**src/rtl/vgalcd_fbfetch_if.sv**
```systemverilog
// Memory read port and pixel stream of the VGA/LCD frame-buffer fetch engine.
// master = fetch engine, slave = memory + pixel consumer.
`ifndef VGALCD_VB_WIDTH
`define VGALCD_VB_WIDTH 12
`endif

interface vgalcd_fbfetch_if #(
    parameter int ADDR_WIDTH = 32
) ();
    logic                  mem_req_o;
    logic [ADDR_WIDTH-1:0] mem_addr_o;
    logic                  mem_gnt_i;
    logic                  mem_rvalid_i;
    logic [63:0]           mem_rdata_i;
    logic                  pixel_valid_o;
    logic                  pixel_ready_i;
    logic [63:0]           pixel_data_o;

    modport master (
        output mem_req_o, mem_addr_o, pixel_valid_o, pixel_data_o,
        input  mem_gnt_i, mem_rvalid_i, mem_rdata_i, pixel_ready_i
    );

    modport slave (
        input  mem_req_o, mem_addr_o, pixel_valid_o, pixel_data_o,
        output mem_gnt_i, mem_rvalid_i, mem_rdata_i, pixel_ready_i
    );
endinterface

```
**src/rtl/vgalcd_fbfetch.sv**
```systemverilog
// Frame-buffer fetch engine: linear 64-bit reads into a credit-limited FIFO feeding the pixel stream.
// Optional sticky underrun detection is built when VGALCD_FETCH_UNDERRUN_EN is defined.
`ifndef VGALCD_VB_WIDTH
`define VGALCD_VB_WIDTH 12
`endif

module vgalcd_fbfetch #(
    parameter int FIFO_DEPTH = 16,
    parameter int ADDR_WIDTH = 32
) (
    input  logic                        clk_i,
    input  logic                        rst_n_i,
    input  logic                        en_i,
    input  logic                        test_i,
    input  logic [ADDR_WIDTH-1:0]       fbba_i,
    input  logic [`VGALCD_VB_WIDTH-1:0] hvlen_i,
    input  logic [`VGALCD_VB_WIDTH-1:0] vvlen_i,
    input  logic                        vend_i,
    vgalcd_fbfetch_if.master            bus,
    output logic                        underrun_o
);
    localparam int VBW = `VGALCD_VB_WIDTH;
    localparam int WW  = 2 * VBW;
    localparam int PW  = $clog2(FIFO_DEPTH);
    localparam int CW  = PW + 1;

    typedef enum logic [1:0] {IDLE, FETCH, DONE, FLUSH} state_e;

    state_e                state_q, state_d;
    logic [WW-1:0]         words_q, words_d, issued_q, issued_d;
    logic [ADDR_WIDTH-1:0] addr_q, addr_d;
    logic [CW-1:0]         out_q, cnt_q;
    logic [PW-1:0]         wptr_q, rptr_q;
    logic [63:0]           fifo_q [FIFO_DEPTH];

    logic          act, req, gnt, wr, rd, valid, reload;
    logic [WW-1:0] prod, words_calc;
    logic [WW:0]   prod3;
    logic          unused_bits;

    assign act        = en_i && !test_i;
    assign prod       = WW'(hvlen_i) * WW'(vvlen_i);
    assign prod3      = {1'b0, prod} + (WW+1)'(3);
    assign words_calc = {1'b0, prod3[WW:2]};
    assign unused_bits = ^{fbba_i[2:0], prod3[1:0]};

    // Credit counts words already buffered plus words still in flight.
    assign req   = (state_q == FETCH) && (issued_q < words_q) &&
                   (({1'b0, cnt_q} + {1'b0, out_q}) < (CW+1)'(FIFO_DEPTH));
    assign gnt   = req && bus.mem_gnt_i;
    assign wr    = bus.mem_rvalid_i && (state_q != FLUSH);
    assign valid = (cnt_q != '0) && (state_q != FLUSH);
    assign rd    = valid && bus.pixel_ready_i;

    assign bus.mem_req_o     = req;
    assign bus.mem_addr_o    = addr_q;
    assign bus.pixel_valid_o = valid;
    assign bus.pixel_data_o  = fifo_q[rptr_q];

    always_comb begin
        state_d  = state_q;
        addr_d   = addr_q;
        issued_d = issued_q;
        words_d  = words_q;
        reload   = 1'b0;
        if (gnt) begin
            addr_d   = addr_q + ADDR_WIDTH'(8);
            issued_d = issued_q + WW'(1);
        end
        case (state_q)
            IDLE:  if (act) reload = 1'b1;
            FETCH: begin
                if (!act || vend_i)                              state_d = FLUSH;
                else if (gnt && (issued_q + WW'(1) == words_q)) state_d = DONE;
            end
            DONE: begin
                if (!act) state_d = FLUSH;
                else if (vend_i) begin
                    if (out_q == '0 && cnt_q == '0) reload = 1'b1;
                    else                            state_d = FLUSH;
                end
            end
            FLUSH: begin
                if (out_q == '0) begin
                    if (act) reload = 1'b1;
                    else     state_d = IDLE;
                end
            end
            default: state_d = IDLE;
        endcase
        // An empty frame parks in DONE until the next frame end.
        if (reload) begin
            words_d  = words_calc;
            addr_d   = {fbba_i[ADDR_WIDTH-1:3], 3'b000};
            issued_d = '0;
            state_d  = (words_calc == '0) ? DONE : FETCH;
        end
    end

    always_ff @(posedge clk_i or negedge rst_n_i) begin
        if (!rst_n_i) begin
            state_q  <= IDLE;
            words_q  <= '0;
            issued_q <= '0;
            addr_q   <= '0;
            out_q    <= '0;
        end else begin
            state_q  <= state_d;
            words_q  <= words_d;
            issued_q <= issued_d;
            addr_q   <= addr_d;
            out_q    <= out_q + CW'(gnt) - CW'(bus.mem_rvalid_i);
        end
    end

    always_ff @(posedge clk_i or negedge rst_n_i) begin
        if (!rst_n_i) begin
            cnt_q  <= '0;
            wptr_q <= '0;
            rptr_q <= '0;
            for (int i = 0; i < FIFO_DEPTH; i++) fifo_q[i] <= '0;
        end else if (state_q == FLUSH) begin
            cnt_q  <= '0;
            wptr_q <= '0;
            rptr_q <= '0;
        end else begin
            if (wr) begin
                fifo_q[wptr_q] <= bus.mem_rdata_i;
                wptr_q         <= wptr_q + PW'(1);
            end
            if (rd) rptr_q <= rptr_q + PW'(1);
            cnt_q <= cnt_q + CW'(wr) - CW'(rd);
        end
    end

`ifdef VGALCD_FETCH_UNDERRUN_EN
    logic und_q, und_d;

    always_comb begin
        und_d = und_q;
        if (!act)
            und_d = 1'b0;
        else if ((((state_q == FETCH) || (state_q == DONE)) && bus.pixel_ready_i && !valid) ||
                 ((state_q == FETCH) && vend_i))
            und_d = 1'b1;
    end

    always_ff @(posedge clk_i or negedge rst_n_i) begin
        if (!rst_n_i) und_q <= 1'b0;
        else          und_q <= und_d;
    end

    assign underrun_o = und_q;
`else
    assign underrun_o = 1'b0;
`endif
endmodule

```
**src/flat_wrapper.sv**
```systemverilog
// flat-port wrapper written by rule: the top's interface ports become plain ports
module vgalcd_fbfetch_flat 
#(
    parameter int FIFO_DEPTH = 16,
    parameter int ADDR_WIDTH = 32
)
  (clk_i, rst_n_i, en_i, test_i, fbba_i, hvlen_i, vvlen_i, vend_i, underrun_o, bus_mem_req_o, bus_mem_addr_o, bus_pixel_valid_o, bus_pixel_data_o, bus_mem_gnt_i, bus_mem_rvalid_i, bus_mem_rdata_i, bus_pixel_ready_i);
  vgalcd_fbfetch_if #(.ADDR_WIDTH(ADDR_WIDTH)) bus_i ();
  input  logic clk_i;
  input  logic rst_n_i;
  input  logic en_i;
  input  logic test_i;
  input  logic [ADDR_WIDTH-1:0] fbba_i;
  input  logic [`VGALCD_VB_WIDTH-1:0] hvlen_i;
  input  logic [`VGALCD_VB_WIDTH-1:0] vvlen_i;
  input  logic vend_i;
  output logic underrun_o;
  output wire logic [$bits(bus_i.mem_req_o)-1:0] bus_mem_req_o;
  output wire logic [$bits(bus_i.mem_addr_o)-1:0] bus_mem_addr_o;
  output wire logic [$bits(bus_i.pixel_valid_o)-1:0] bus_pixel_valid_o;
  output wire logic [$bits(bus_i.pixel_data_o)-1:0] bus_pixel_data_o;
  input wire logic [$bits(bus_i.mem_gnt_i)-1:0] bus_mem_gnt_i;
  input wire logic [$bits(bus_i.mem_rvalid_i)-1:0] bus_mem_rvalid_i;
  input wire logic [$bits(bus_i.mem_rdata_i)-1:0] bus_mem_rdata_i;
  input wire logic [$bits(bus_i.pixel_ready_i)-1:0] bus_pixel_ready_i;
  assign bus_mem_req_o = bus_i.mem_req_o;
  assign bus_mem_addr_o = bus_i.mem_addr_o;
  assign bus_pixel_valid_o = bus_i.pixel_valid_o;
  assign bus_pixel_data_o = bus_i.pixel_data_o;
  assign bus_i.mem_gnt_i = bus_mem_gnt_i;
  assign bus_i.mem_rvalid_i = bus_mem_rvalid_i;
  assign bus_i.mem_rdata_i = bus_mem_rdata_i;
  assign bus_i.pixel_ready_i = bus_pixel_ready_i;
  vgalcd_fbfetch #(.FIFO_DEPTH(FIFO_DEPTH), .ADDR_WIDTH(ADDR_WIDTH)) u_core (.clk_i(clk_i), .rst_n_i(rst_n_i), .en_i(en_i), .test_i(test_i), .fbba_i(fbba_i), .hvlen_i(hvlen_i), .vvlen_i(vvlen_i), .vend_i(vend_i), .bus(bus_i), .underrun_o(underrun_o));
endmodule
```
**config.mk**
```make
export PLATFORM = sky130hd
export DESIGN_NAME = vgalcd_fbfetch_flat
export DESIGN_NICKNAME = d
export VERILOG_FILES = /design/src/rtl/vgalcd_fbfetch_if.sv /design/src/rtl/vgalcd_fbfetch.sv /design/src/flat_wrapper.sv
export SDC_FILE = /design/constraint.sdc
export NUM_CORES = 2
export LEC_CHECK = 0
export ABC_AREA = 0
export BUFFER_PORTS_ARGS = -buffer_cell sky130_fd_sc_hd__buf_2
export CORE_ASPECT_RATIO = 1.75
export CORE_UTILIZATION = 25
export DETAILED_ROUTE_END_ITERATION = 6
export SLEW_MARGIN = 10
export SYNTH_ARGS = -nofsm -noshare
export SYNTH_HDL_FRONTEND = slang
export SYNTH_SLANG_ARGS = --single-unit
```
**constraint.sdc**
```tcl
create_clock -name clk_i -period 3.6 [get_ports clk_i]
set_input_delay 0.72 -clock clk_i [delete_from_list [all_inputs] [get_ports clk_i]]
set_output_delay 0.72 -clock clk_i [all_outputs]
set_load 0.05 [all_outputs]
```
# [Yosys cells after proc, flatten, opt, wreduce, memory -nomap -nowiden]
# Cells that the tools add are included.
[classes] addsub=10 multipliers=1 n_lt_le_gt_ge=5 eq_ne=10 muxes=31 bitwise=3 n_reduce_logical=24
[ops] op="$bwmux 1024" count=1
[ops] op="$bmux 64 s4" count=1
[ops] op="$demux 64 s4" count=1
[ops] op="$mux 64" count=3
[ops] op="$mux 32" count=2
[ops] op="$mux 24" count=2
[ops] op="$add 32x4->32 const B" count=1
[ops] op="$add 24x2->25 const B" count=1
[ops] op="$add 24x1->24 const B" count=1
[ops] op="$eq 24x23->1" count=1
[ops] op="$logic_not 24->1" count=1
[ops] op="$lt 24x23->1" count=1
[ops] op="$mul 12x12->24" count=1
[ops] op="$mux 2" count=9
[ops] op="$mux 4" count=4
[ops] op="$add 5x1->5" count=2
[ops] op="$ge 5x5->1 const B" count=2
[ops] op="$logic_and 1x1->1" count=10
[ops] op="$logic_not 5->1" count=2
[ops] op="$not 4->5" count=2
[ops] op="$sub 5x1->5" count=2
[ops] op="$add 4x1->4 const B" count=2
[ops] op="$ne 4x4->1 const B" count=2
[ops] op="$add 5x5->6" count=1
[ops] op="21 further kinds" count=29
[word_totals] register_bits=1123 out_inout_bits=99

# [Logic depth before layout (Yosys ltp)]
[logic_depth] depth_word=9 depth_mapped=22 mapped_depth_nobuf=21

# [Least setup slack after synthesis]
# Ideal clock, no wire load.
[synth_path] path_type="input -> register" start="input port vvlen_i[11]" end="register u_core.state_q[1]" setup_time_ns=0.065 t_arrival_ns=6.149 t_required_ns=3.535 slack_ns=-2.614 path_stages=20 path_buffers=1 path_cell_list="clkbuf_1 nand2_1 fa_1 fa_1 inv_1 fa_1 fa_1 inv_1 fa_1 inv_1 ha_1 a21o_1 and2_1 a211oi_1 a211o_1 nor3b_1 o21ai_0 or4_1 nor4_4 a211o_1"
[synth_between] elab_chain_len=5
[synth_lines] element="start: declaration" line="flat_wrapper.sv:15" text="input logic [`VGALCD_VB_WIDTH-1:0] vvlen_i;"
[synth_lines] element="$mul 12x12->24" line="vgalcd_fbfetch.sv:42" text="assign prod = WW'(hvlen_i) * WW'(vvlen_i);"
[synth_lines] element="$add 24x2->25" line="vgalcd_fbfetch.sv:43" text="assign prod3 = {1'b0, prod} + (WW+1)'(3);"
[synth_lines] element="$logic_not 24->1" line="vgalcd_fbfetch.sv:96" text="state_d = (words_calc == '0) ? DONE : FETCH;"
[synth_lines] element="$mux 2" line="vgalcd_fbfetch.sv:96"
[synth_lines] element="$mux 2" line="vgalcd_fbfetch.sv:92" text="if (reload) begin"
[synth_lines] element="end signal: assignment" line="vgalcd_fbfetch.sv:108" text="state_q <= state_d;"
[synth_lines] element="end: declaration" line="vgalcd_fbfetch.sv:29" text="state_e state_q, state_d;"
# Every way passes these cells.
# A chain may end at the register's enable or synchronous reset.

# [Worst setup path in the final report]
[layout_path] start="input port hvlen_i[2]" end="register u_core.state_q[0]"
[layout_between] elab_chain_len=5
[layout_lines] element="start: declaration" line="flat_wrapper.sv:14" text="input logic [`VGALCD_VB_WIDTH-1:0] hvlen_i;"
[layout_lines] element="$mul 12x12->24" line="vgalcd_fbfetch.sv:42"
[layout_lines] element="$add 24x2->25" line="vgalcd_fbfetch.sv:43"
[layout_lines] element="$logic_not 24->1" line="vgalcd_fbfetch.sv:96"
[layout_lines] element="$mux 2" line="vgalcd_fbfetch.sv:96"
[layout_lines] element="$mux 2" line="vgalcd_fbfetch.sv:92"
# Every way passes these cells.

==> results.cfg <==
[timing]
hold_violations = 0
post-route-period-util_pct = 147.1
finalCriticalPeriod_ns = 5.297
rsz0062_at_grt = true
final-setup-viol-count = 22
tightestPinTransition_ns = 0.6906
setup_tns_ns = -18.17
whs_ns = 0.2037
fmaxAchievable_mhz = 188.8
slew_violations = 0
maxSlewHeadroom_pct = 53.96
fin_ws_ns = -1.697
fin_skew_ns = 0.1016

[critical_path]
setup.worst_path.class = in -> reg
critPathLaunch = hvlen_i[2]
cp_max_fo = 4
crit_arrival_ns = 5.90
r2r-start = u_core.issued_q[0]$_DFFE_PN0N_
crit_path_start_kind = input port
r2r.worst_path.cells = 10
endpoint_kind = register
worstPathRequired_ns = 4.20

[synthesis]
synth_edf_count = 0
ys_ff_latch = 1120
synthTopCellsByArea = dfrtp_1, mux2_2, mux4_2
avgSynthCellArea_sq_um = 12.86
syn-cell-area_sq_um = 57530
yosys_most_used_dff = dfrtp_1
synth_cells = 4473
synthTopCellsByCount = dfrtp_1, mux2_2, clkbuf_1
synth.top_cell.area_share_pct = 48.71
synth_cell_types = 71
yosysTopAreaCell = dfrtp_1
postSynth.asyncResetShare_pct = 100.0
yosysMostFrequentCell = dfrtp_1
ys_seq_area_share_pct = 48.71
yosys_warnings = 0

[power]
powerDensity_nw_per_um2 = 862.9
p_leak_nw = 32.99
peakVddDrop_uv = 858.8
finalPower_w = 0.06195

[placed_design]
port_buffers = 219
dp_hpwl_microns = 105600
pre_cts_ws_ns = -2.664
gp_congestion = 0.8588
dp_cells = 7688

[detailed_routing]
drt_iter0_drc = 1853
postRouteAntennaNets = 0
via_per_inst = 4.743
wl_microns = 168900
remaining_drc_errors = 0
drtPass1Iterations = 5
vias = 37958
routedWlPerCell_microns = 21.11

[clocking]
clock-sinks = 1120
cts_root_buf = clkbuf_16
clk-insertion-delay-late_ns = 0.78
clockBufferDepth = 3
tritoncts = built
h-tree-depth = 3
numCtsBuffers = 108
clkTransAtPathRegs_ns = 0.06

[grt]
antenna_found_initial = 42
grt_use_total_pct = 14.39
grt_first_pass_wirelength_microns = 256800
grt_start_max_net_pins = 105
grt_pass1_vias = 41172
gr-total-overflow = 0

[floorplan]
start_util_pct = 25.18
row_count = 232
die_h_microns = 636.6
dieArea_sq_um = 232100
die_w_microns = 364.6
core_area_sq_um = 228400
io_pins = 227

[worst_hold_path]
min_from = fbba_i[23]
hp-class = in -> reg
hold_depth = 3

[run_status]
status = finished, violations left
violations = setup timing

[cells_and_area]
syn2layout_area_growth_pct = 24.79
stdcell_count = 8003
drive_above_1_share_pct = 46.98
final_nets = 5216

[job]
drv_cap = 0
-- power by group --
| group | switching (W) | leakage [nW] | internal [W] | total, W |
|---|---|---|---|---|
| clock | 0.00516 | 1.73 | 0.00630 | 0.0115 |
| sequential | 0.00208 | 14.8 | 0.0163 | 0.0184 |
| combinational | 0.0163 | 16.5 | 0.0157 | 0.0321 |
-- layer usage --
metal,vias up,track usage [%],routed length (microns)
met1,20117,17.43,69970
met4,30,4.123,4662
met3,263,2.114,6823
met5,-,0,189
li1,16831,-,-
met2,717,26.04,87270
-- metrics by stage --
stage	utilization [%]	cell area [sq um]
after floorplan	-	57920
after global placement	28.28	64600
after detailed placement	28.28	64600
after CTS	30.92	70630
after global routing	31.42	71780
final	31.43	71800
-- cells in the final DEF (no fill, tap or decap), types with 19 or more instances in the layout --
cell type  synthesis  routed
a21oi_2            0      28
o21ai_1            5      74
xnor2_1           62      55
clkbuf_1         292      28
buf_4              4     281
buf_6              0      64
o21ai_0          206     108
a221oi_1          64      19
buf_2              8     136
nand2_1          267     209
mux2i_1          195     194
a22oi_2            0      29
ha_1             114      95
mux2_2          1088    1085
a221oi_2           0      45
nand2_4            0      21
a21oi_1          109      79
fa_1             103     100
dfrtp_1         1120    1111
buf_12             0      82
nand2_2            0      37
clkbuf_8           0      25
inv_1            185     169
nor2_1            67      62
nand3_1           39      34
buf_16             0      23
nand4_1           24      24
mux4_2           128     128
o21ai_2            0      27
xor2_1            36      31
buf_8              0      19
a22oi_1           65      36
and2_1            71      53
nor3_1            33      30
clkbuf_16          0     116
-- area by class of cell --
class	count	area, sq um
Fill cell	22755	156700
Clock buffer	161	3152
Clock inverter	31	414.1
Multi-Input combinational cell	2835	29200
Sequential cell	1120	28050
Inverter	185	694.4
Timing Repair Buffer	621	6459
Antenna cell	8	20.02
Tap cell	3042	3806
-- worst paths after layout --
kind,end,slack [ns]
min in group asynchronous,u_core.fifo_q[539]$_DFFE_PN0P_,0.55
max in group asynchronous,u_core.fifo_q[445]$_DFFE_PN0P_,1.88
worst max-delay path,u_core.state_q[0]$_DFFE_PN0P_,-1.70
worst max register to register,u_core.state_q[0]$_DFFE_PN0P_,0.15
worst min-delay path,u_core.bus.mem_addr_o[23]$_DFFE_PN0N_,0.20
worst min register to register,u_core.fifo_q[335]$_DFFE_PN0P_,0.50
-- state kept, by name, indices dropped and copies added, names as in the netlist --
name / cells
u_core.bus.mem_addr_o: 29
u_core.cnt_q: 5
u_core.fifo_q: 1024
u_core.issued_q: 24
u_core.out_q: 5
u_core.rptr_q: 4
u_core.state_q: 2
u_core.words_q: 23
u_core.wptr_q: 4
-- critical path: stages --
cell and delay (ns):
buf_8 0.11, buf_6 0.12, and2_4 0.14, fa_1 0.48, fa_1 0.52, fa_1 0.50
fa_1 0.52, inv_2 0.04, fa_1 0.48, inv_2 0.05, ha_4 0.25, a211oi_4 0.25
buf_4 0.14, o211ai_1 0.08, a31oi_2 0.23, o31ai_4 0.12, xnor2_2 0.17, nand3_1 0.10
or4_4 0.53, nor4_4 0.25, nor2_1 0.09
-- cells by family (layout without fill, tap and decap cells) --
group	count (synthesis)	after routing	synth area share, %
compound gates	530	530	5.744
mux	1411	1411	29.70
other cells	1	12	0.006518
xor+xnor	98	98	1.492
fa+ha+maj	217	217	6.063
flops	1120	1120	48.71
simple gates	575	575	4.839
buf+inv	521	998	3.443
-- what timing repair did --
| action | in CTS | in global routing |
|---|---|---|
| pin swaps | 146 | 109 |
| setup buffers | 76 | 33 |
| hold endpoints to repair | 16 | 0 |
| hold buffers | 1 | 0 |
| setup endpoints to repair | 84 | 78 |
| gates cloned | 19 | 8 |
| resized for setup | 368 | 256 |
Power figures use the tool's default switching activity.
